## src/rtl/cpu_pkg.sv

```systemverilog
// Shared constants for the register bank: default width and reset image.
// Also holds the address range check used by the bank and the scoreboard.
package cpu_pkg;

    localparam int DATA_W_DEF = 8;

    localparam logic [7:0] R0_RESET = 8'd6;
    localparam logic [7:0] R1_RESET = 8'd18;

    function automatic logic [7:0] reset_val(input int idx);
        logic [7:0] v;
        unique case (1'b1)
            (idx == 0): v = R0_RESET;
            (idx == 1): v = R1_RESET;
            default:    v = 8'd0;
        endcase
        return v;
    endfunction

    function automatic logic in_range(input int addr, input int n);
        return addr < n;
    endfunction

endpackage

```

## src/rtl/reg_bank_if.sv

```systemverilog
// Decode/write-back side bundle of the register bank.
// master = decode + write-back mux, slave = reg_bank.
interface reg_bank_if #(
    parameter int DATA_W   = 8,
    parameter int NUM_REGS = 4
);
    localparam int ADDR_W = $clog2(NUM_REGS);

    logic [ADDR_W-1:0] rs_addr;
    logic [ADDR_W-1:0] rt_addr;
    logic [DATA_W-1:0] rs_data;
    logic [DATA_W-1:0] rt_data;
    logic              wr_en;
    logic [ADDR_W-1:0] wr_addr;
    logic [DATA_W-1:0] wr_data;
    logic              claim_en;
    logic [ADDR_W-1:0] claim_addr;
    logic              rs_busy;
    logic              rt_busy;
    logic              stall;

    modport master (
        output rs_addr, rt_addr,
        output wr_en, wr_addr, wr_data,
        output claim_en, claim_addr,
        input  rs_data, rt_data,
        input  rs_busy, rt_busy, stall
    );

    modport slave (
        input  rs_addr, rt_addr,
        input  wr_en, wr_addr, wr_data,
        input  claim_en, claim_addr,
        output rs_data, rt_data,
        output rs_busy, rt_busy, stall
    );

endinterface

```

## src/rtl/reg_scoreboard.sv

```systemverilog
// Pending-load bit per register; a claim wins over a same-cycle write-back.
// Busy lookups are registered bits only; forwarding is handled by reg_bank.
module reg_scoreboard
    import cpu_pkg::*;
#(
    parameter int NUM_REGS = 4
) (
    input  logic                        clk,
    input  logic                        rst,
    input  logic                        i_claim_en,
    input  logic [$clog2(NUM_REGS)-1:0] i_claim_addr,
    input  logic                        i_clr_en,
    input  logic [$clog2(NUM_REGS)-1:0] i_clr_addr,
    input  logic [$clog2(NUM_REGS)-1:0] i_rs_addr,
    input  logic [$clog2(NUM_REGS)-1:0] i_rt_addr,
    output logic                        o_rs_busy,
    output logic                        o_rt_busy
);

    logic [NUM_REGS-1:0] r_busy;
    logic [NUM_REGS-1:0] w_busy_nxt;

    always_comb begin
        w_busy_nxt = r_busy;
        if (i_clr_en && in_range(int'(i_clr_addr), NUM_REGS))
            w_busy_nxt[i_clr_addr] = 1'b0;
        // Applied after the clear: a new load stays outstanding.
        if (i_claim_en && in_range(int'(i_claim_addr), NUM_REGS))
            w_busy_nxt[i_claim_addr] = 1'b1;
    end

    always_ff @(posedge clk) begin
        if (rst)
            r_busy <= '0;
        else
            r_busy <= w_busy_nxt;
    end

    always_comb begin
        o_rs_busy = 1'b0;
        o_rt_busy = 1'b0;
        if (in_range(int'(i_rs_addr), NUM_REGS))
            o_rs_busy = r_busy[i_rs_addr];
        if (in_range(int'(i_rt_addr), NUM_REGS))
            o_rt_busy = r_busy[i_rt_addr];
    end

endmodule

```

## src/rtl/reg_bank.sv

```systemverilog
// Register bank: two async read ports, one write-back port, load scoreboard.
// Define REG_BYPASS_EN to forward same-cycle write-back data to the read ports.
module reg_bank
    import cpu_pkg::*;
#(
    parameter int DATA_W   = DATA_W_DEF,
    parameter int NUM_REGS = 4
) (
    input  logic       clk,
    input  logic       rst,
    reg_bank_if.slave  bus
);

    localparam int ADDR_W = $clog2(NUM_REGS);

    logic [DATA_W-1:0] r_regs [NUM_REGS];
    logic              w_wr_ok;
    logic [DATA_W-1:0] w_rs_arr;
    logic [DATA_W-1:0] w_rt_arr;
    logic              w_sb_rs_busy;
    logic              w_sb_rt_busy;

    assign w_wr_ok = bus.wr_en && in_range(int'(bus.wr_addr), NUM_REGS);

    always_ff @(posedge clk) begin
        if (rst) begin
            for (int i = 0; i < NUM_REGS; i++)
                r_regs[i] <= DATA_W'(reset_val(i));
        end else if (w_wr_ok) begin
            r_regs[bus.wr_addr] <= bus.wr_data;
        end
    end

    always_comb begin
        w_rs_arr = '0;
        w_rt_arr = '0;
        if (in_range(int'(bus.rs_addr), NUM_REGS))
            w_rs_arr = r_regs[bus.rs_addr];
        if (in_range(int'(bus.rt_addr), NUM_REGS))
            w_rt_arr = r_regs[bus.rt_addr];
    end

    reg_scoreboard #(
        .NUM_REGS (NUM_REGS)
    ) u_sb (
        .clk          (clk),
        .rst          (rst),
        .i_claim_en   (bus.claim_en),
        .i_claim_addr (bus.claim_addr),
        .i_clr_en     (bus.wr_en),
        .i_clr_addr   (bus.wr_addr),
        .i_rs_addr    (bus.rs_addr),
        .i_rt_addr    (bus.rt_addr),
        .o_rs_busy    (w_sb_rs_busy),
        .o_rt_busy    (w_sb_rt_busy)
    );

`ifdef REG_BYPASS_EN
    logic w_rs_fwd;
    logic w_rt_fwd;
    logic w_rs_clm;
    logic w_rt_clm;

    assign w_rs_fwd = w_wr_ok && (bus.wr_addr == bus.rs_addr);
    assign w_rt_fwd = w_wr_ok && (bus.wr_addr == bus.rt_addr);
    assign w_rs_clm = bus.claim_en && (bus.claim_addr == bus.rs_addr);
    assign w_rt_clm = bus.claim_en && (bus.claim_addr == bus.rt_addr);

    assign bus.rs_data = w_rs_fwd ? bus.wr_data : w_rs_arr;
    assign bus.rt_data = w_rt_fwd ? bus.wr_data : w_rt_arr;
    assign bus.rs_busy = (w_rs_fwd && !w_rs_clm) ? 1'b0 : w_sb_rs_busy;
    assign bus.rt_busy = (w_rt_fwd && !w_rt_clm) ? 1'b0 : w_sb_rt_busy;
`else
    assign bus.rs_data = w_rs_arr;
    assign bus.rt_data = w_rt_arr;
    assign bus.rs_busy = w_sb_rs_busy;
    assign bus.rt_busy = w_sb_rt_busy;
`endif

    assign bus.stall = bus.rs_busy | bus.rt_busy;

endmodule

```

## src/flat_wrapper.sv

```systemverilog
// flat-port wrapper written by rule: the top's interface ports become plain ports
module reg_bank_flat import cpu_pkg::*;
#(
    parameter int DATA_W   = DATA_W_DEF,
    parameter int NUM_REGS = 4
)
  (clk, rst, bus_rs_addr, bus_rt_addr, bus_wr_en, bus_wr_addr, bus_wr_data, bus_claim_en, bus_claim_addr, bus_rs_data, bus_rt_data, bus_rs_busy, bus_rt_busy, bus_stall);
  reg_bank_if #(.DATA_W(DATA_W), .NUM_REGS(NUM_REGS)) bus_i ();
  input  logic clk;
  input  logic rst;
  input wire logic [$bits(bus_i.rs_addr)-1:0] bus_rs_addr;
  input wire logic [$bits(bus_i.rt_addr)-1:0] bus_rt_addr;
  input wire logic [$bits(bus_i.wr_en)-1:0] bus_wr_en;
  input wire logic [$bits(bus_i.wr_addr)-1:0] bus_wr_addr;
  input wire logic [$bits(bus_i.wr_data)-1:0] bus_wr_data;
  input wire logic [$bits(bus_i.claim_en)-1:0] bus_claim_en;
  input wire logic [$bits(bus_i.claim_addr)-1:0] bus_claim_addr;
  output wire logic [$bits(bus_i.rs_data)-1:0] bus_rs_data;
  output wire logic [$bits(bus_i.rt_data)-1:0] bus_rt_data;
  output wire logic [$bits(bus_i.rs_busy)-1:0] bus_rs_busy;
  output wire logic [$bits(bus_i.rt_busy)-1:0] bus_rt_busy;
  output wire logic [$bits(bus_i.stall)-1:0] bus_stall;
  assign bus_i.rs_addr = bus_rs_addr;
  assign bus_i.rt_addr = bus_rt_addr;
  assign bus_i.wr_en = bus_wr_en;
  assign bus_i.wr_addr = bus_wr_addr;
  assign bus_i.wr_data = bus_wr_data;
  assign bus_i.claim_en = bus_claim_en;
  assign bus_i.claim_addr = bus_claim_addr;
  assign bus_rs_data = bus_i.rs_data;
  assign bus_rt_data = bus_i.rt_data;
  assign bus_rs_busy = bus_i.rs_busy;
  assign bus_rt_busy = bus_i.rt_busy;
  assign bus_stall = bus_i.stall;
  reg_bank #(.DATA_W(DATA_W), .NUM_REGS(NUM_REGS)) u_core (.clk(clk), .rst(rst), .bus(bus_i));
endmodule
```

## config.mk

```make
export PLATFORM = sky130hd
export DESIGN_NAME = reg_bank_flat
export DESIGN_NICKNAME = d
export VERILOG_FILES = /design/src/rtl/cpu_pkg.sv /design/src/rtl/reg_bank_if.sv /design/src/rtl/reg_scoreboard.sv /design/src/rtl/reg_bank.sv /design/src/flat_wrapper.sv
export SDC_FILE = /design/constraint.sdc
export NUM_CORES = 1
export LEC_CHECK = 0
export CORE_ASPECT_RATIO = 0.6
export CORE_MARGIN = 3
export CORE_UTILIZATION = 54
export DETAILED_ROUTE_END_ITERATION = 12
export GPL_TIMING_DRIVEN = 0
export PLACE_DENSITY = 0.83
export SYNTH_ARGS = -nofsm -noshare
export SYNTH_HDL_FRONTEND = slang
export SYNTH_SLANG_ARGS = --single-unit
```

## constraint.sdc

```tcl
create_clock -name clk -period 3.8 [get_ports clk]
set_clock_uncertainty 0.15 [all_clocks]
set_input_delay 0.57 -clock clk [delete_from_list [all_inputs] [get_ports clk]]
set_output_delay 0.57 -clock clk [all_outputs]
set_load 0.01 [all_outputs]
```

==> flow_summary.toml, run 1 <==
[run_status]
run_status = "completed"

[layout]
nFillCells = 178
fin_util_pct = 75.3
final_nets = 183
syn_to_final_growth_pct = 25.1
diodes = 0
fin_area_um2 = 2300
drive_above_1_share_pct = 12.2

[timing]
max_slew_margin_pct = 58.9
setup_tns_ns = 0
finalSetupViolations = 0
rsz0062_at_grt = "false"
fmax_mhz = 350
drv_slew = 0
worstMarginPinSlew_ns = 0.617
finalCritPeriodShare_pct = 75.3
hold_violations = 0
finalCriticalPeriod_ns = 2.86
layout_setup_ws_ns = 0.940

[setup_path]
cp.required_ns = 3.08
crit_type = "in -> out"
startpoint_type = "primary input"
critPathMaxFanout = 9
rr_worst_depth = 2
r2r_slack_ns = 3.00
timing.rr.end = "u_core.u_sb.r_busy[1]"
r2r_start = "u_core.u_sb.r_busy[1]"
arrival_ns = 2.14
startpoint = "bus_rt_addr[1]"
end_kind = "output pin"

[grt]
grt_max_degree = 11
gr-total-overflow = 0
antenna_found_initial = 0
grt_pass1_vias = 1291
grt_pass1_wl_um = 6510
grt_use_total_pct = 22.3

[synthesis]
synth.most_common_cell = "edfxtp_1"
yosys_warnings = 0
synth_top_cell_by_area = "edfxtp_1"
synth_common_cells = "edfxtp_1, nor2_1, inv_1, mux4_2"
syn_nets = 143
syn_avg_cell_area_um2 = 15.0
syn_area_um2 = 1840
seq_area_frac_synth_pct = 56.5
synthCells = 123
synth.area.top_cells = "edfxtp_1, mux4_2, mux4_1"
synth_ff_type = "edfxtp_1"
synth-edff-count = 32
synth-async-reset-ratio_pct = 0
synth_cell_types = 24
synth_top_area_share_pct = 52.2
synth-seq-cells = 36

[flow_run]
maxCapViolations = 0

[detailed_routing]
wl_per_cell_um = 19.6
firstDrtPassIters = 4
ant_nets = 0
avgViaCountPerCell = 6.23
drc = 0
totalWireLength_um = 4030
num_vias = 1284
drtIter0Drc = 97

[floorplanning]
die_h_um = 51.2
core_um2 = 3060
initial_utilization_pct = 60.2
pin_count = 39
rows = 15
die_w_um = 81.4
die_area_um2 = 4170

[hold_path]
min_to = "u_core.u_sb.r_busy[3]"
min-delay-start = "u_core.u_sb.r_busy[3]"
whs_path_depth = 2
min_path_type = "reg -> reg"

[place]
portBuffers = 33
gp_congestion = 0.746
dp_worst_setup_slack_ns = 0.954
hpwl_um = 2920
postPlaceCellArea_um2 = 2220

[clocking]
ctsHtreeMaxLevel = 2
ctsResizeCount = 0
cts_tree = "yes"
clock_path_buffers = 2
cts_buffers = 5
post_cts_buffers = 0
cts_root_buffer = "clkbuf_8"
postCtsHoldBufs = 0
clkTransAtPathRegs_ns = 0.06
cts.sinks = 36
clk_latency_ns = 0.28

[pwr]
p_total_uw = 900
p_leak_uw = 0.000883
vdd_drop_max_uv = 225
power_density_nw_per_um2 = 390
==> stage by stage <==
step / hold slack (ns) / std cells
after floorplan: 0.288 / 123
after global placement: 0.311 / 198
after detailed placement: 0.326 / 198
after CTS: 0.335 / 206
after global routing: 0.362 / 206
final: 0.337 / 206
==> power breakdown <==
| part | internal (uW) | leakage, uW | total (uW) | switching (uW) |
|---|---|---|---|---|
| clock network | 130 | 0.0000395 | 255 | 125 |
| registers | 462 | 0.000348 | 476 | 14.2 |
| logic | 98.6 | 0.000496 | 169 | 70.3 |
==> registers in the layout, indices dropped and copies added (netlist names) <==
name	flops
u_core.r_regs	32
u_core.u_sb.r_busy	4
==> critical path: stages <==
cell and delay, ns:
clkbuf_1 0.46, mux4_2 0.42, or2_1 0.21, clkdlybuf4s50_1 0.48
==> cells by family (layout without fill, tap and decap cells) <==
| family | Yosys count | in the layout | share of synthesized area, % |
|---|---|---|---|
| simple gates | 46 | 46 | 12.6 |
| flops | 36 | 36 | 56.5 |
| compound gates | 7 | 7 | 2.99 |
| buf+inv | 16 | 57 | 4.21 |
| mux | 18 | 18 | 23.6 |
==> cell usage in the layout (no fill, tap or decap), drive strengths merged <==
cell type,instances
nand2b,6
clkdlybuf4s50,33
edfxtp,32
and2,2
a22o,1
or3,2
a22oi,1
a21o,1
clkbuf,10
o32ai,2
or2,1
nor2,15
dfxtp,4
a31o,1
mux4,18
a21oi,1
and3,8
nand2,7
nor2b,3
nand3b,1
buf,4
inv,10
nor3,1
==> layer usage <==
metal  up-vias  track usage, %  share of wire (%)
met1       643            29.2                 41
met5         -               0                  0
met3         7            4.93                8.2
met2        70            36.2                 49
met4         0            8.99                1.6
li1        564               -                  -
==> worst max path at each step <==
stage                end  slack (ns)  cells past startpoint
2_1_floorplan  bus_stall        1.56                      3
3_3_place_gp   bus_stall        0.99                      4
3_5_place_dp   bus_stall        0.95                      4
4_1_cts        bus_stall        0.96                      4
5_1_grt        bus_stall        0.86                      4
6_report       bus_stall        0.94                      4
==> area by class of cell <==
type / count / area, um2 / share of cell area [%]
multi-input cells: 71 / 723 / 31.4
repair buffers: 33 / 330 / 14.3
plain buffers: 6 / 40.0 / 1.74
well taps: 42 / 52.6 / 2.28
flip-flops and latches: 36 / 1040 / 45.2
inverters: 10 / 37.5 / 1.63
clock buffers: 8 / 80.1 / 3.47
Note: power is estimated with default switching activity, not from simulation.
==> inputs of run 2 (changes only) <==
CORE_UTILIZATION = 45   (was 54)
PLACE_DENSITY = 0.74   (was 0.83)
clock period = 2.35 ns   (was 3.8 ns; I/O delays follow)
==> flow_summary.toml, run 2 (synthesized netlist as in run 1, its figures left out) <==
[clocking]
cts_buffers = 5
clkTransAtPathRegs_ns = 0.07
cts.sinks = 36
ctsHtreeMaxLevel = 2
clock_path_buffers = 2
clk_latency_ns = 0.29
cts_tree = "yes"
post_cts_buffers = 0
cts_root_buffer = "clkbuf_8"
postCtsHoldBufs = 0

[timing]
finalCriticalPeriod_ns = 2.20
rsz0062_at_grt = "false"
hold_ws_ns = 0.194
max_slew_margin_pct = 62.9
drv_slew = 0
fmax_mhz = 455
worstMarginPinSlew_ns = 0.554
hold_violations = 0
finalCritPeriodShare_pct = 93.5
setup_tns_ns = 0
finalSetupViolations = 0
layout_setup_ws_ns = 0.153

[layout]
top_regs = "u_core.r_regs x32, u_core.u_sb.r_busy x4"
final_nets = 183
syn_to_final_growth_pct = 26.3
largest_reg_flops = 32
drive_above_1_share_pct = 14.0
top_register = "u_core.r_regs"
diodes = 0
mostFrequentLayoutCells = "clkdlybuf4s50_1, edfxtp_1, nor2_1"

[pwr]
p_total_uw = 1490
power_density_nw_per_um2 = 639
seqPwrFrac_pct = 51.7
vdd_drop_max_uv = 304
combPwrFrac_pct = 18.3
p_leak_uw = 0.000910
switching_share_pct = 23.0
internal_power_uw = 1140
power_switching_uw = 342
p_clk_share_pct = 30.0

[floorplanning]
rows = 17
pin_count = 39
die_w_um = 88.6
initial_utilization_pct = 48.4
die_area_um2 = 4920
die_h_um = 55.6
core_um2 = 3810

[grt]
grt_pass1_wl_um = 6450
grt_pass1_vias = 1201
antenna_found_initial = 0
grt_max_degree = 11
gr-total-overflow = 0
grt_use_total_pct = 18.5

[detailed_routing]
drtIter0Drc = 107
firstDrtPassIters = 4
num_vias = 1221
wl_per_cell_um = 18.9
drc = 0
ant_nets = 0
totalWireLength_um = 3980
avgViaCountPerCell = 5.79

[setup_path]
critPathMaxFanout = 2
startpoint_type = "flop"
end_kind = "output pin"
arrival_ns = 1.69
crit_type = "reg -> out"
cp.required_ns = 1.85

[flow_run]
maxCapViolations = 0

[run_status]
run_status = "completed"

[place]
portBuffers = 33
dp_worst_setup_slack_ns = -0.0885
hpwl_um = 2840
gp_congestion = 0.740

[hold_path]
min_path_type = "in -> reg"
run 2: final timing paths:
check                                      startpoint                    end  slack [ns]  depth (start not counted)
worst max-delay path              u_core.r_regs[1][3]         bus_rs_data[3]        0.15                          2
worst min-delay path                              rst  u_core.u_sb.r_busy[1]        0.19                          2
worst max register to register  u_core.u_sb.r_busy[1]  u_core.u_sb.r_busy[1]        1.55                          2
worst min register to register  u_core.u_sb.r_busy[3]  u_core.u_sb.r_busy[3]        0.32                          2
run 2: worst max-delay path: stages, from the launching register on:
cell and delay [ns]:
edfxtp_1 0.41, mux4_1 0.51, clkdlybuf4s50_1 0.49
run 2: stage by stage:
stage / area (um2) / utilization, % / instances
3_5_place_dp: 2230 / 58.6 / 203
5_1_grt: 2330 / 61.1 / 211
3_3_place_gp: 2230 / 58.6 / 203
4_1_cts: 2320 / 61.0 / 211
6_report: 2330 / 61.1 / 211
2_1_floorplan: 1840 / - / 123
run 2: cell type report:
| type | count | area, um2 |
|---|---|---|
| Fill cell | 297 | 1480 |
| Sequential cell | 36 | 1040 |
| Tap cell | 47 | 58.8 |
| Inverter | 10 | 37.5 |
| Multi-Input combinational cell | 71 | 723 |
| Buffer | 6 | 42.5 |
| Timing Repair Buffer | 33 | 333 |
| Clock buffer | 8 | 90.1 |
run 2: power groups by stage:
stage	clock network, uW	logic (uW)	registers [uW]
4_1_cts	452	276	769
3_5_place_dp	0	276	782
3_3_place_gp	0	269	778
2_1_floorplan	0	141	771
5_1_grt	479	294	775
6_report	446	272	769
run 2: routing by layer:
metal	share of wire, %	track usage (%)
met3	6.7	6.86
met5	0	0
met1	44	25.8
met2	48	26.2
met4	1.3	6.90
run 2: timing repair:
action,4_1_cts,5_1_grt
endpoints found under the setup margin,1,1
gates resized for setup,2,1
cloned,0,0
